### src/rtl/operand_bank.sv
// ============================================================================
// Module   : operand_bank
// Brief    : NREG x DW operand register bank with dual registered reads,
//            valid/ready output handshake and write-to-read bypass.
// Revision : 1.0 - initial release
// ============================================================================
`default_nettype none

module operand_bank #(
  parameter int DW   = 16,
  parameter int NREG = 8,
  parameter int AW   = 3
) (
  input  logic          clk,
  input  logic          rst_n,
  input  logic          we,
  input  logic [AW-1:0] waddr,
  input  logic [DW-1:0] wdata,
  input  logic          clr,
  input  logic          rd_req,
  output logic          rd_rdy,
  input  logic [AW-1:0] raddr_a,
  input  logic [AW-1:0] raddr_b,
  output logic [DW-1:0] opa,
  output logic [DW-1:0] opb,
  output logic          opa_unw,
  output logic          opb_unw,
  output logic          out_valid,
  input  logic          out_ready
);

  logic [DW-1:0]   regs_q [NREG];
  logic [NREG-1:0] written_q;

  logic [DW-1:0] opa_q, opa_d;
  logic [DW-1:0] opb_q, opb_d;
  logic          unwa_q, unwa_d;
  logic          unwb_q, unwb_d;
  logic          valid_q, valid_d;
  logic          w_fire;

  // Write beats clear for its own address; every other entry is cleared.
  for (genvar gi = 0; gi < NREG; gi++) begin : g_reg
    always_ff @(posedge clk) begin
      if (!rst_n) begin
        regs_q[gi]    <= '0;
        written_q[gi] <= 1'b0;
      end else if (we && (waddr == AW'(gi))) begin
        regs_q[gi]    <= wdata;
        written_q[gi] <= 1'b1;
      end else if (clr) begin
        regs_q[gi]    <= '0;
        written_q[gi] <= 1'b0;
      end
    end
  end

  assign rd_rdy = !valid_q || out_ready;
  assign w_fire = rd_req && rd_rdy;

  always_comb begin
    opa_d   = opa_q;
    opb_d   = opb_q;
    unwa_d  = unwa_q;
    unwb_d  = unwb_q;
    valid_d = valid_q;
    if (w_fire) begin
      valid_d = 1'b1;
      // Read sees the bank as it will be after this edge's clear/write.
      if (we && (waddr == raddr_a)) begin
        opa_d  = wdata;
        unwa_d = 1'b0;
      end else if (clr) begin
        opa_d  = '0;
        unwa_d = 1'b1;
      end else begin
        opa_d  = regs_q[raddr_a];
        unwa_d = !written_q[raddr_a];
      end
      if (we && (waddr == raddr_b)) begin
        opb_d  = wdata;
        unwb_d = 1'b0;
      end else if (clr) begin
        opb_d  = '0;
        unwb_d = 1'b1;
      end else begin
        opb_d  = regs_q[raddr_b];
        unwb_d = !written_q[raddr_b];
      end
    end else if (out_ready) begin
      valid_d = 1'b0;
    end
  end

  always_ff @(posedge clk) begin
    if (!rst_n) begin
      opa_q   <= '0;
      opb_q   <= '0;
      unwa_q  <= 1'b0;
      unwb_q  <= 1'b0;
      valid_q <= 1'b0;
    end else begin
      opa_q   <= opa_d;
      opb_q   <= opb_d;
      unwa_q  <= unwa_d;
      unwb_q  <= unwb_d;
      valid_q <= valid_d;
    end
  end

  assign opa       = opa_q;
  assign opb       = opb_q;
  assign opa_unw   = unwa_q;
  assign opb_unw   = unwb_q;
  assign out_valid = valid_q;

endmodule

`default_nettype wire

### config.mk
export PLATFORM = sky130hd
export DESIGN_NAME = operand_bank
export DESIGN_NICKNAME = d
export VERILOG_FILES = /design/src/rtl/operand_bank.sv
export SDC_FILE = /design/constraint.sdc
export NUM_CORES = 1
export LEC_CHECK = 0
export BUFFER_PORTS_ARGS = -buffer_cell sky130_fd_sc_hd__buf_2
export CAP_MARGIN = 25
export CORE_MARGIN = 2
export CORE_UTILIZATION = 60
export DETAILED_ROUTE_END_ITERATION = 7
export GPL_TIMING_DRIVEN = 0
export PLACE_DENSITY = 0.89
export SLEW_MARGIN = 25
export SYNTH_ARGS = -nofsm -noshare
export SYNTH_HDL_FRONTEND = slang
export SYNTH_SLANG_ARGS = --single-unit
### constraint.sdc
create_clock -name clk -period 4.6 [get_ports clk]
set_input_delay 0.69 -clock clk [delete_from_list [all_inputs] [get_ports clk]]
set_output_delay 0.69 -clock clk [all_outputs]
set_load 0.005 [all_outputs]
# Yosys cells after proc, flatten, opt, wreduce, memory -nomap -nowiden
# Memory sizes are Yosys's and may differ from the RTL's.
# Cells that the tools add are included.
[classes] n_lt_le_gt_ge=2 n_bitwise=16 n_reduce_logical=25 mux=89 n_eq_ne=9
[ops] operator="16-bit 2-to-1 mux" n=20
[ops] operator="1-bit 2-to-1 mux" n=67
[ops] operator="2-bit nonzero test" n=9
[ops] operator="1-bit bitwise OR" n=16
[ops] operator="3-bit equality test (second input constant)" n=4
[ops] operator="1-bit logical AND" n=11
[ops] operator="3-bit by 4-bit < comparator with 1-bit output (second input constant)" n=2
[ops] operator="1-bit binary-select mux with 3-bit select" n=2
[ops] operator="3-bit by 2-bit equality test with 1-bit output (second input constant)" n=2
[ops] operator="3-bit equality test" n=2
[ops] operator="3-bit by 1-bit equality test with 1-bit output (second input constant)" n=1
[ops] operator="1-bit logical NOT" n=3
[ops] operator="3-bit logical NOT" n=1
[ops] operator="1-bit logical OR" n=1
[totals] out_inout_bits=36 input_bits=31 elab_cells=155 mem_count=1 mem_bits_rw=128 register_bits=43
[mem_list] memory="regs_q" depth=8 word_bits=16 rd=2 rd_clocked_by_memory_dff=0 write_ports=8 line="32" source="logic [DW-1:0] regs_q [NREG];"

# Depth between registers and ports, before layout
[logic_depth] depth_word=7 ltp_mapped=7 mapped_depth_nobuf=4

# Worst setup path before layout
# OpenSTA, ideal clock, no wires.
[synth_path] path_type="input port to flip-flop" start="input port waddr[1]" end="memory regs_q[1][0] (enable)" n_path_buf=1 path_slack_ns=1.986 setup_ns=0.411 arrival_ns=2.203 cell_stages=3 required_time_ns=4.189 path_cell_list="buf_4 -> nand2b_1 -> o21ai_0"
[synth_lines] item="from (decl)" line="17" source="input logic [AW-1:0] waddr,"
[synth_lines] item="to (decl)" line="32"

==> run metrics <==
gpl congestion=just over 0.9; setup bufs post-CTS=0; slowest stage cell, crit path=clkbuf_1; most frequent cell after synthesis=and2_1; first-pass GRT wire length=41,260 um; synthesized-area fraction occupied by adder cells=0%; worst setup path startpoint=rst_n; DRC=0; io pins=67; Min Clock Period, post-route=2793 ps; Comb pwr share=between 10 and 15%; layout cells sized above 1=23.03%; #FFs+latches synth=about 170; synth top area cells=edfxtp_1, mux4_2, dfxtp_1; number of synthesized flops with an enable pin=128; switch share=approximately 25%; Routed WL=27,560 um; Worst Setup EP=regs_q[6][2]; data arrival time of the worst path=2990 ps; # resized after CTS=0; leakage=3.976 nW; Die W=125.6 um; CTS Sinks=around 170; status=completed; mux cell area share after synthesis=a little under a fifth; Avg Inst Size Synth=about 13 um2; Synth Area in Simple Gates=14.59%; # rows=44; Initial Util=approximately three fifths; CTS tree=done; Port-buffer cells=57; max frequency=358.0 MHz; largest area contributor in the synthesized netlist=edfxtp_1; crit-path cells=buf_2 -> buf_2 -> nor2b_1 -> clkbuf_1 -> o21ai_2 -> buf_6; FFs w/ async S/R, synth=0%; DPL Wire Length=18,370 um; total negative setup slack=0 ps; DRT Pass-1 Iters=6; register area share after synthesis=53.00%; Hold WS=484.2 ps; fin crit share=about three fifths; peak supply drop=roughly 0.31 mV; setup violators final=0; wire length per cell=around 29 um; YS warnings=0; fillers=approximately 860; number of DRC markers in iteration 0=1,222; WS Path Type=in2reg; Hold Buf Count CTS=0; Core ar.=14,480 um2; Die ar.=roughly 16,000 um2; clk root buf=clkbuf_16; antenna viol nets, final=0; max-cap check violation count=0; Sequential Power Share=about 48%; Clock transition at path regs=60 ps; top_reg_cell synth=edfxtp_1; clock buffer depth=2; unrepaired setup endpoints after global routing=no; slowest stage delay, CP=700 ps; Synth top area share=between 40% and 50%; post-synthesis cell type count=33; Final Skew=11.83 ps; placed cells=925; R2R Path End=opa[10]; P&R area growth vs syn=14.51%; Psw=0.9357 mW; Top cell by count, worst path=buf_2; internal cell power=2.858 mW; Final Hold Vio Count=0; normalized max-slew margin=32.31%; most frequent cells after synthesis=and2_1, edfxtp_1, nand2_1, mux4_2, dfxtp_1; Die Span Y=125.6 um; synthesized area=a little under 9000 um2; vias in the first global route=roughly 7,100; CP startpoint kind=primary input; grt total ovfl=0; Power Density=373.2 nW/um2; worst reg2reg setup slack=3020 ps; initial antenna violation count=0; GR Util All Layers=35.48%; Final Slew Violations=0; H-tree depth=4; DR vias=7,020; clk_lat worst skew=between 400 and 500 ps; Via density=7.335; Worst setup EP type=flip-flop; NumNets Final=791; Post-Layout Cell Count=957; post-synthesis cell count=just under 700; Overall Power=around 3.8 mW; largest family of logic cells by synthesized area=multiplexers; largest net degree at the start of global routing=17; Compound-Gate Fraction of Synth Area=a little under a tenth; clock share of power=40.0%; worst hold path class=reg2reg; reg2reg path depth=4; critical path fanouts, max=10; CP required=4800 ps; # diodes=0; RR Startpoint=regs_q[3][10]; xor and xnor area share after synthesis=0.5920%; worst-margin pin slew=just over 1000 ps; total CTS buffers=17; Synth Net Count=slightly above 700
logic make-up (layout without fill, tap and decap cells):
kind of cell / count (synthesis) / count (layout)
AOI/OAI and AO/OA: 119 / 119
xor gates and xnor gates: 6 / 6
buffers and inverters: 59 / 156
DFF: 171 / 171
muxes: 70 / 70
and+or+nand+nor: 251 / 251
worst min path at each step:
stage	startpoint	end	depth (start not counted)
final	opa_unw	opa_unw	2
after detailed placement	opa_unw	opa_unw	2
after global placement	written_q[7]	written_q[7]	1
after floorplan	written_q[7]	written_q[7]	1
after CTS	opa_unw	opa_unw	2
after global routing	opa_unw	opa_unw	2
metal layers:
metal,share of wire (%),wire (um),GRT usage [%]
met4,7.1,1962,21.44
met3,16,4345,12.32
met1,32,8908,43.74
met5,0,0,0
met2,45,12340,54.44
flip-flops by register name, indices dropped and copies added (netlist names):
| register | count |
|---|---|
| opb | 16 |
| out_valid | 1 |
| opb_unw | 1 |
| written_q | 8 |
| opa | 16 |
| regs_q | 128 |
| opa_unw | 1 |
critical path, delay by kind of cell:
kind,cells,cell delay [ps]
buffers and inverters,4,1330
AND/OR/NAND/NOR,1,530
AO/OA/AOI/OAI,1,420
through the flow:
stage / cell area, um2 / util [%] / setup slack [ps]
5_1_grt: 10160 / 70.20 / 1809
3_5_place_dp: 9550 / 65.96 / 1488
4_1_cts: 10160 / 70.16 / 1890
6_report: 10160 / 70.20 / 1807
2_1_floorplan: 8876 / - / 1986
3_3_place_gp: 9392 / 64.86 / 638.2
placed cells by master, fill, tap and decap left out, drive strengths merged, types with 2 or more instances in the layout:
cell / instances
a211o: 32
a21o: 10
a311oi: 2
a31oi: 32
and2: 129
and4: 2
buf: 97
bufinv: 4
clkbuf: 42
clkinv: 9
clkinvlp: 2
dfxtp: 43
edfxtp: 128
mux2i: 4
mux4: 66
nand2: 101
nand2b: 4
nor2: 10
nor3: 2
o21ai: 38
o31ai: 2
o32ai: 2
xnor2: 6
area by class of cell:
cell class	instances	area, um2	share of cell area, %
sequential	171	4705	46.29
multi-input combinational	446	3811	37.50
clock buffer	19	432.9	4.260
buffer	56	404.1	3.976
timing repair buffer	65	394.1	3.878
tap	184	230.2	2.265
clock inverter	13	175.2	1.724
inverter	3	11.26	0.1108
power by group through the flow:
stage	combinational, mW	clock [mW]	sequential, mW
after global routing	0.474	1.55	1.82
after global placement	0.399	0	1.83
after CTS	0.441	1.49	1.81
final	0.458	1.52	1.82
after floorplan	0.273	0	1.82
after detailed placement	0.434	0	1.84
No activity file was read; power rests on OpenSTA's default activity.
